--- src/rtl/nx_stream_distributor.sv ---
// Routes one inbound message stream to four directional egress FIFOs via a single
// ingress holding register; a full target FIFO stalls ingress (head-of-line).
module nx_stream_distributor #(
    parameter int unsigned STREAM_WIDTH = 32,
    parameter int unsigned FIFO_DEPTH   = 2
) (
    input  logic                    clk_i,
    input  logic                    rst_i,
    input  logic [STREAM_WIDTH-1:0] dist_data_i,
    input  logic [1:0]              dist_dir_i,
    input  logic                    dist_valid_i,
    output logic                    dist_ready_o,
    output logic [STREAM_WIDTH-1:0] stream_north_data_o,
    output logic                    stream_north_valid_o,
    input  logic                    stream_north_ready_i,
    output logic [STREAM_WIDTH-1:0] stream_east_data_o,
    output logic                    stream_east_valid_o,
    input  logic                    stream_east_ready_i,
    output logic [STREAM_WIDTH-1:0] stream_south_data_o,
    output logic                    stream_south_valid_o,
    input  logic                    stream_south_ready_i,
    output logic [STREAM_WIDTH-1:0] stream_west_data_o,
    output logic                    stream_west_valid_o,
    input  logic                    stream_west_ready_i,
    output logic                    idle_o
);

    localparam int unsigned PW = $clog2(FIFO_DEPTH);
    localparam int unsigned LW = $clog2(FIFO_DEPTH + 1);
    localparam logic [LW-1:0] LVL_FULL = LW'(FIFO_DEPTH);
    localparam logic [LW-1:0] LVL_ONE  = LW'(1);
    localparam logic [PW-1:0] PTR_ONE  = PW'(1);

    logic                    r_hold_valid;
    logic [STREAM_WIDTH-1:0] r_hold_data;
    logic [1:0]              r_hold_dir;

    logic [3:0]              w_eg_ready;
    logic [3:0]              w_full;
    logic [3:0]              w_empty;
    logic [3:0]              w_push;
    logic [3:0]              w_pop;
    logic [STREAM_WIDTH-1:0] w_head [4];
    logic                    w_xfer;
    logic                    w_accept;

    assign w_eg_ready = {stream_west_ready_i, stream_south_ready_i,
                         stream_east_ready_i, stream_north_ready_i};

    // Fullness comes from the registered level only, so a same-cycle pop never admits a push.
    assign w_xfer       = r_hold_valid && !w_full[r_hold_dir];
    assign dist_ready_o = !r_hold_valid || !w_full[r_hold_dir];
    assign w_accept     = dist_valid_i && dist_ready_o;

    always_ff @(posedge clk_i or posedge rst_i) begin
        if (rst_i) begin
            r_hold_valid <= 1'b0;
            r_hold_data  <= '0;
            r_hold_dir   <= '0;
        end else if (w_accept) begin
            r_hold_valid <= 1'b1;
            r_hold_data  <= dist_data_i;
            r_hold_dir   <= dist_dir_i;
        end else if (w_xfer) begin
            r_hold_valid <= 1'b0;
        end
    end

    for (genvar d = 0; d < 4; d++) begin : g_fifo
        logic [STREAM_WIDTH-1:0] r_mem [FIFO_DEPTH];
        logic [PW-1:0]           r_wptr;
        logic [PW-1:0]           r_rptr;
        logic [LW-1:0]           r_level;

        assign w_full[d]  = (r_level == LVL_FULL);
        assign w_empty[d] = (r_level == '0);
        assign w_push[d]  = w_xfer && (r_hold_dir == 2'(d));
        assign w_pop[d]   = !w_empty[d] && w_eg_ready[d];
        assign w_head[d]  = r_mem[r_rptr];

        // Pointers are PW bits wide, so they wrap modulo the power-of-two depth.
        always_ff @(posedge clk_i or posedge rst_i) begin
            if (rst_i) begin
                r_wptr  <= '0;
                r_rptr  <= '0;
                r_level <= '0;
                for (int i = 0; i < int'(FIFO_DEPTH); i++) begin
                    r_mem[i] <= '0;
                end
            end else begin
                if (w_push[d]) begin
                    r_mem[r_wptr] <= r_hold_data;
                    r_wptr        <= r_wptr + PTR_ONE;
                end
                if (w_pop[d]) begin
                    r_rptr <= r_rptr + PTR_ONE;
                end
                if (w_push[d] && !w_pop[d]) begin
                    r_level <= r_level + LVL_ONE;
                end else if (!w_push[d] && w_pop[d]) begin
                    r_level <= r_level - LVL_ONE;
                end
            end
        end
    end

    assign stream_north_valid_o = !w_empty[0];
    assign stream_east_valid_o  = !w_empty[1];
    assign stream_south_valid_o = !w_empty[2];
    assign stream_west_valid_o  = !w_empty[3];
    assign stream_north_data_o  = w_head[0];
    assign stream_east_data_o   = w_head[1];
    assign stream_south_data_o  = w_head[2];
    assign stream_west_data_o   = w_head[3];

    assign idle_o = !r_hold_valid && (&w_empty);

endmodule

--- config.mk ---
export PLATFORM = sky130hd
export DESIGN_NAME = nx_stream_distributor
export DESIGN_NICKNAME = d
export VERILOG_FILES = /design/src/rtl/nx_stream_distributor.sv
export SDC_FILE = /design/constraint.sdc
export NUM_CORES = 1
export LEC_CHECK = 0
export CAP_MARGIN = 20
export CORE_ASPECT_RATIO = 0.5
export CORE_UTILIZATION = 57
export CTS_CLUSTER_DIAMETER = 100
export DETAILED_ROUTE_END_ITERATION = 8
export DONT_BUFFER_PORTS = 1
export PLACE_DENSITY = 0.75
export REMOVE_ABC_BUFFERS = 1
export SLEW_MARGIN = 40
export SYNTH_ARGS = -nofsm -noshare
export SYNTH_HDL_FRONTEND = slang
export SYNTH_SLANG_ARGS = --single-unit
--- constraint.sdc ---
create_clock -name clk_i -period 11.9 [get_ports clk_i]
set_input_delay 3.57 -clock clk_i [delete_from_list [all_inputs] [get_ports clk_i]]
set_output_delay 3.57 -clock clk_i [all_outputs]
set_load 0.005 [all_outputs]
After elaboration in Yosys (flattened, before gate mapping) --
Index checks and enable logic that the tools add are counted.
Operators by class: add/sub/neg operators 16, order comparisons 13, eq/ne operators 7, multiplexer cells 36, bitwise gates (word level) 8, reduce and logical (&&, ||, !) cells 49
Operator list (number):
- $mux 32 | 16
- $bwmux 64 | 4
- $demux 32 s1 | 4
- $logic_and 1x1->1 | 23
- $ge 2x2->1 const B | 8
- $mux 2 | 8
- $not 1->2 | 8
- $logic_not 1->1 | 14
- $eq 2x2->1 const B | 6
- $logic_not 2->1 | 5
- $reduce_bool 2->1 | 5
- $add 1x1->1 const B | 8
- $add 2x1->2 const B | 4
- $lt 2x1->1 const B | 4
- $sub 2x1->2 const B | 4
- $reduce_and 4->1 | 1
- $lt 2x3->1 const B | 1
- $mux 1 | 3
- $bmux 1 s2 | 1
- $eq 2x1->1 const B | 1
- $logic_or 1x1->1 | 1
Storage, ports and cells: flip-flop bits (word level) 307, input port bits 41, output and inout port bits 134, logic and storage cells 152

Logic depth before layout (Yosys ltp) --
depth in word-level cells 10, mapped depth 7

Least setup slack after synthesis --
OpenSTA, ideal clock, no wires.
path kind reg2out, from register g_fifo[1].r_rptr, to output port stream_east_data_o[13], arrival time 1.243 ns, data required time 8.330 ns, slack 7.087 ns, cell stages (with the launch flop) 4, cell sequence dfrtp_1 -> clkbuf_1 -> clkbuf_1 -> mux2_2
Between the ends: longest elaborated chain between the ends 4
RTL lines:
- from (decl) | line 72 | logic [PW-1:0] r_rptr;
- from (signal assigned) | line 96 | r_rptr <= r_rptr + PTR_ONE;
- $not 1->2 (implied by the code) | line 79 | assign w_head[d] = r_mem[r_rptr];
- $mux 32 (implied by the code) (3 in series) | line 79
- to (decl) | line 16 | output logic [STREAM_WIDTH-1:0] stream_east_data_o,
No other way between the ends. The select of a mux whose other input is x is not followed.

Final worst setup path --
from register r_hold_dir[1], to output port dist_ready_o
Between the ends: longest elaborated chain between the ends 4
RTL lines:
- from (decl) | line 36 | logic [1:0] r_hold_dir;
- from (signal assigned) | line 63 | r_hold_dir <= dist_dir_i;
- $bmux 1 s2 | line 52 | assign dist_ready_o = !r_hold_valid || !w_full[r_hold_dir];
- $mux 1 (implied by the code) | line 52
- $logic_not 1->1 | line 52
- $logic_or 1x1->1 | line 52
- to (decl) | line 12 | output logic dist_ready_o,
No other way between the ends. The select of a mux whose other input is x is not followed.

==> flow_summary_export.csv <==
group,metric,value,unit
sta,fmax,184,MHz
cells_and_area,diodes,0,
cts,cts-buffers-inserted,27,
synth,yosys_register_bits,307,
cts,insertion_delay,0.54,ns
global_route,grt_overflow_total,0,
cts,clock_sinks,307,
detailed_routing,firstDrtPassIters,4,
detailed_routing,drt-total-wl,27.9,mm
worst_setup_path,crit_type,"reg -> out",
cells_and_area,final_util,65.3,%
sta,layout_min_cycle_time,5.42,ns
sta,setup_violations,0,
place,placed_area,13500,sq um
floorplanning,die_area,23800,sq um
detailed_routing,via_per_inst,5.81,
pwr,p_leak,6.28,nW
worst_setup_path,cp_max_fo,9,
sta,final_hold_viol_count,0,
global_route,grt_util_met3,4.70,%
worst_setup_path,worstPathArrival,1.85,ns
sta,slew_viol_final,0,
place,gp_congestion,0.770,
sta,rsz0062_at_grt,"false",
cts,cts_setup_buffers,0,
cells_and_area,area_growth,9.82,%
cts,post_cts_resized,0,
synth,ys.flop_type,"dfrtp_1",
pwr,vdd_ir_drop_max,0.162,mV
cts,clockBufferDepth,3,
cts,hold_buffers,0,
global_route,grtUsageMet1,33.8,%
global_route,grt_pass1_vias,7249,
cts,cts_tree,"built",
synth,ys_seq_area_share,58.2,%
pwr,power.density,294,nW/um^2
run,maxCapViolations,0,
global_route,grtUsageTotal,24.4,%
synth,postSynthCellCount,846,
detailed_routing,wire_per_inst,24.1,microns
place,dp_hpwl,16.9,mm
worst_setup_path,r2r_slack,9.38,ns
cells_and_area,drive_above_1_share,35.8,%
worst_setup_path,required,8.33,ns
cells_and_area,final_cell_mix,"dfrtp_1, mux2_2, mux2_1, clkbuf_16, xor2_1",
worst_setup_path,path_cells,"and3b_1 -> nor2_1 -> o22a_1",
place,io_buffers,0,
synth,syn_area,13200,sq um
floorplanning,io_pins,175,
worst_setup_path,cp-start-kind,"flop",
sta,worstMarginPinSlew,0.720,ns
detailed_routing,drtAntennaViolNets,0,
detailed_routing,vias,6726,
min_path,hold_class,"reg -> reg",
sta,clock_skew,0.0105,ns
global_route,antenna_found_initial,0,
cells_and_area,fin_nets,886,
cells_and_area,design_area,14500,sq um
sta,fin_crit_sh,45.6,%
synth,synth.avg_cell_area,15.6,sq um
cells_and_area,nFillCells,1530,
cts,cts_htree_levels,1,
run_status,run_status,"finished, final reports clean",
cts,cts-root-buf,"clkbuf_16",
floorplanning,die_h,110,microns
synth,synth_edf_count,0,
synth,synthArstFlopShare,100,%
detailed_routing,drc,0,
pwr,power,4.26,mW
sta,relSlewSlack,52.0,%
global_route,met2_usage,40.9,%
floorplanning,fp-row-count,38,
global_route,grt.busiest_layer,"met2",
floorplanning,start_util,59.5,%
worst_setup_path,cpPeakStageDelay,0.55,ns
cts,path_clk_slew,0.07,ns
detailed_routing,drtIter0Drc,298,
cells_and_area,final_common_cell,"dfrtp_1",
floorplanning,die_x,217,microns
global_route,grt_pass1_wl,43.3,mm
floorplanning,core_area,22200,sq um
synth,yosysWarnings,0,
synth,synth.distinct_cells,35,
worst_setup_path,worst_path_max_delay_cell,"dfrtp_1",
worst_setup_path,worst_setup_path_end_kind,"output port",
global_route,grt_max_degree,150,
[sequential cells by signal (all words and copies together) (netlist names)]
name / cells
g_fifo.r_wptr: 4
g_fifo.r_level: 8
r_hold_dir: 2
r_hold_data: 32
g_fifo.r_mem: 256
g_fifo.r_rptr: 4
r_hold_valid: 1
[power breakdown]
| part | switching (mW) | internal (mW) | leakage, nW |
|---|---|---|---|
| clock network | 0.377 | 0.562 | 0.462 |
| registers | 0.442 | 1.56 | 3.68 |
| logic | 0.572 | 0.750 | 2.13 |
| total | 1.39 | 2.87 | 6.28 |
[metal layers]
layer  up-vias  routed length [microns]
li1       2996                        -
met3        26                     1140
met1      3601                    13000
met4         0                      398
met5         -                        0
met2       103                    13300
[per-stage QoR]
step | instances | setup TNS, ns | worst slack [ns] | hold WS (ns)
floorplan | 801 | -48.41 | -0.158 | 0.454
global placement | 1110 | 0 | 6.54 | 0.463
detailed placement | 1110 | 0 | 6.98 | 0.471
CTS | 1155 | 0 | 6.45 | 0.485
global route | 1157 | 0 | 6.38 | 0.496
finish | 1157 | 0 | 6.48 | 0.479
[kinds of logic after synthesis]
logic type / Yosys count / share of synthesized area (%)
xor+xnor: 20 / 1.33
mux: 417 / 35.6
buf+inv: 49 / 1.80
compound gates: 8 / 0.464
simple gates: 41 / 2.28
fa+ha+maj: 4 / 0.379
flops: 307 / 58.2
[critical path: cells and delay by family (launching register included)]
kind	cells	cell delay (ns)
compound gates	1	0.25
flops	1	0.55
simple gates	2	0.52
[Yosys cell counts, drive strengths merged (2+ instances only)]
library cell | count | area (sq um)
xor2 | 12 | 105
inv | 4 | 15.0
ha | 4 | 50.1
nand2b | 4 | 27.5
nor3 | 3 | 42.5
nor4 | 4 | 61.3
and3b | 2 | 17.5
nor2b | 4 | 25.0
nor3b | 3 | 33.8
xnor2 | 8 | 70.1
o21ai | 2 | 10.0
clkbuf | 16 | 60.1
nor2 | 6 | 22.5
nand2 | 10 | 40.0
mux2 | 416 | 4680
dfrtp | 307 | 7680
buf | 29 | 163
or2 | 4 | 25.0
[final timing paths]
check                                          from                   to  cells after the start
worst min register to register  g_fifo[2].r_mem[37]  g_fifo[2].r_mem[37]                      1
worst min-delay path            g_fifo[2].r_mem[37]  g_fifo[2].r_mem[37]                      1
max in group asynchronous                     rst_i     g_fifo[2].r_rptr                      2
worst max register to register        r_hold_dir[1]  g_fifo[2].r_mem[59]                      5
worst max-delay path                  r_hold_dir[1]         dist_ready_o                      3
min in group asynchronous                     rst_i   g_fifo[3].r_mem[6]                      1
[area by class of cell]
type	count	area (sq um)	share of cell area, %
clock buffers	33	728	5.02
clock inverters	12	213	1.47
inverters	4	27.5	0.190
multi-input cells	490	5340	36.8
flip-flops and latches	307	7700	53.1
well taps	300	375	2.59
repair buffers	11	118	0.811
Note: power is estimated with default switching activity, not from simulation.
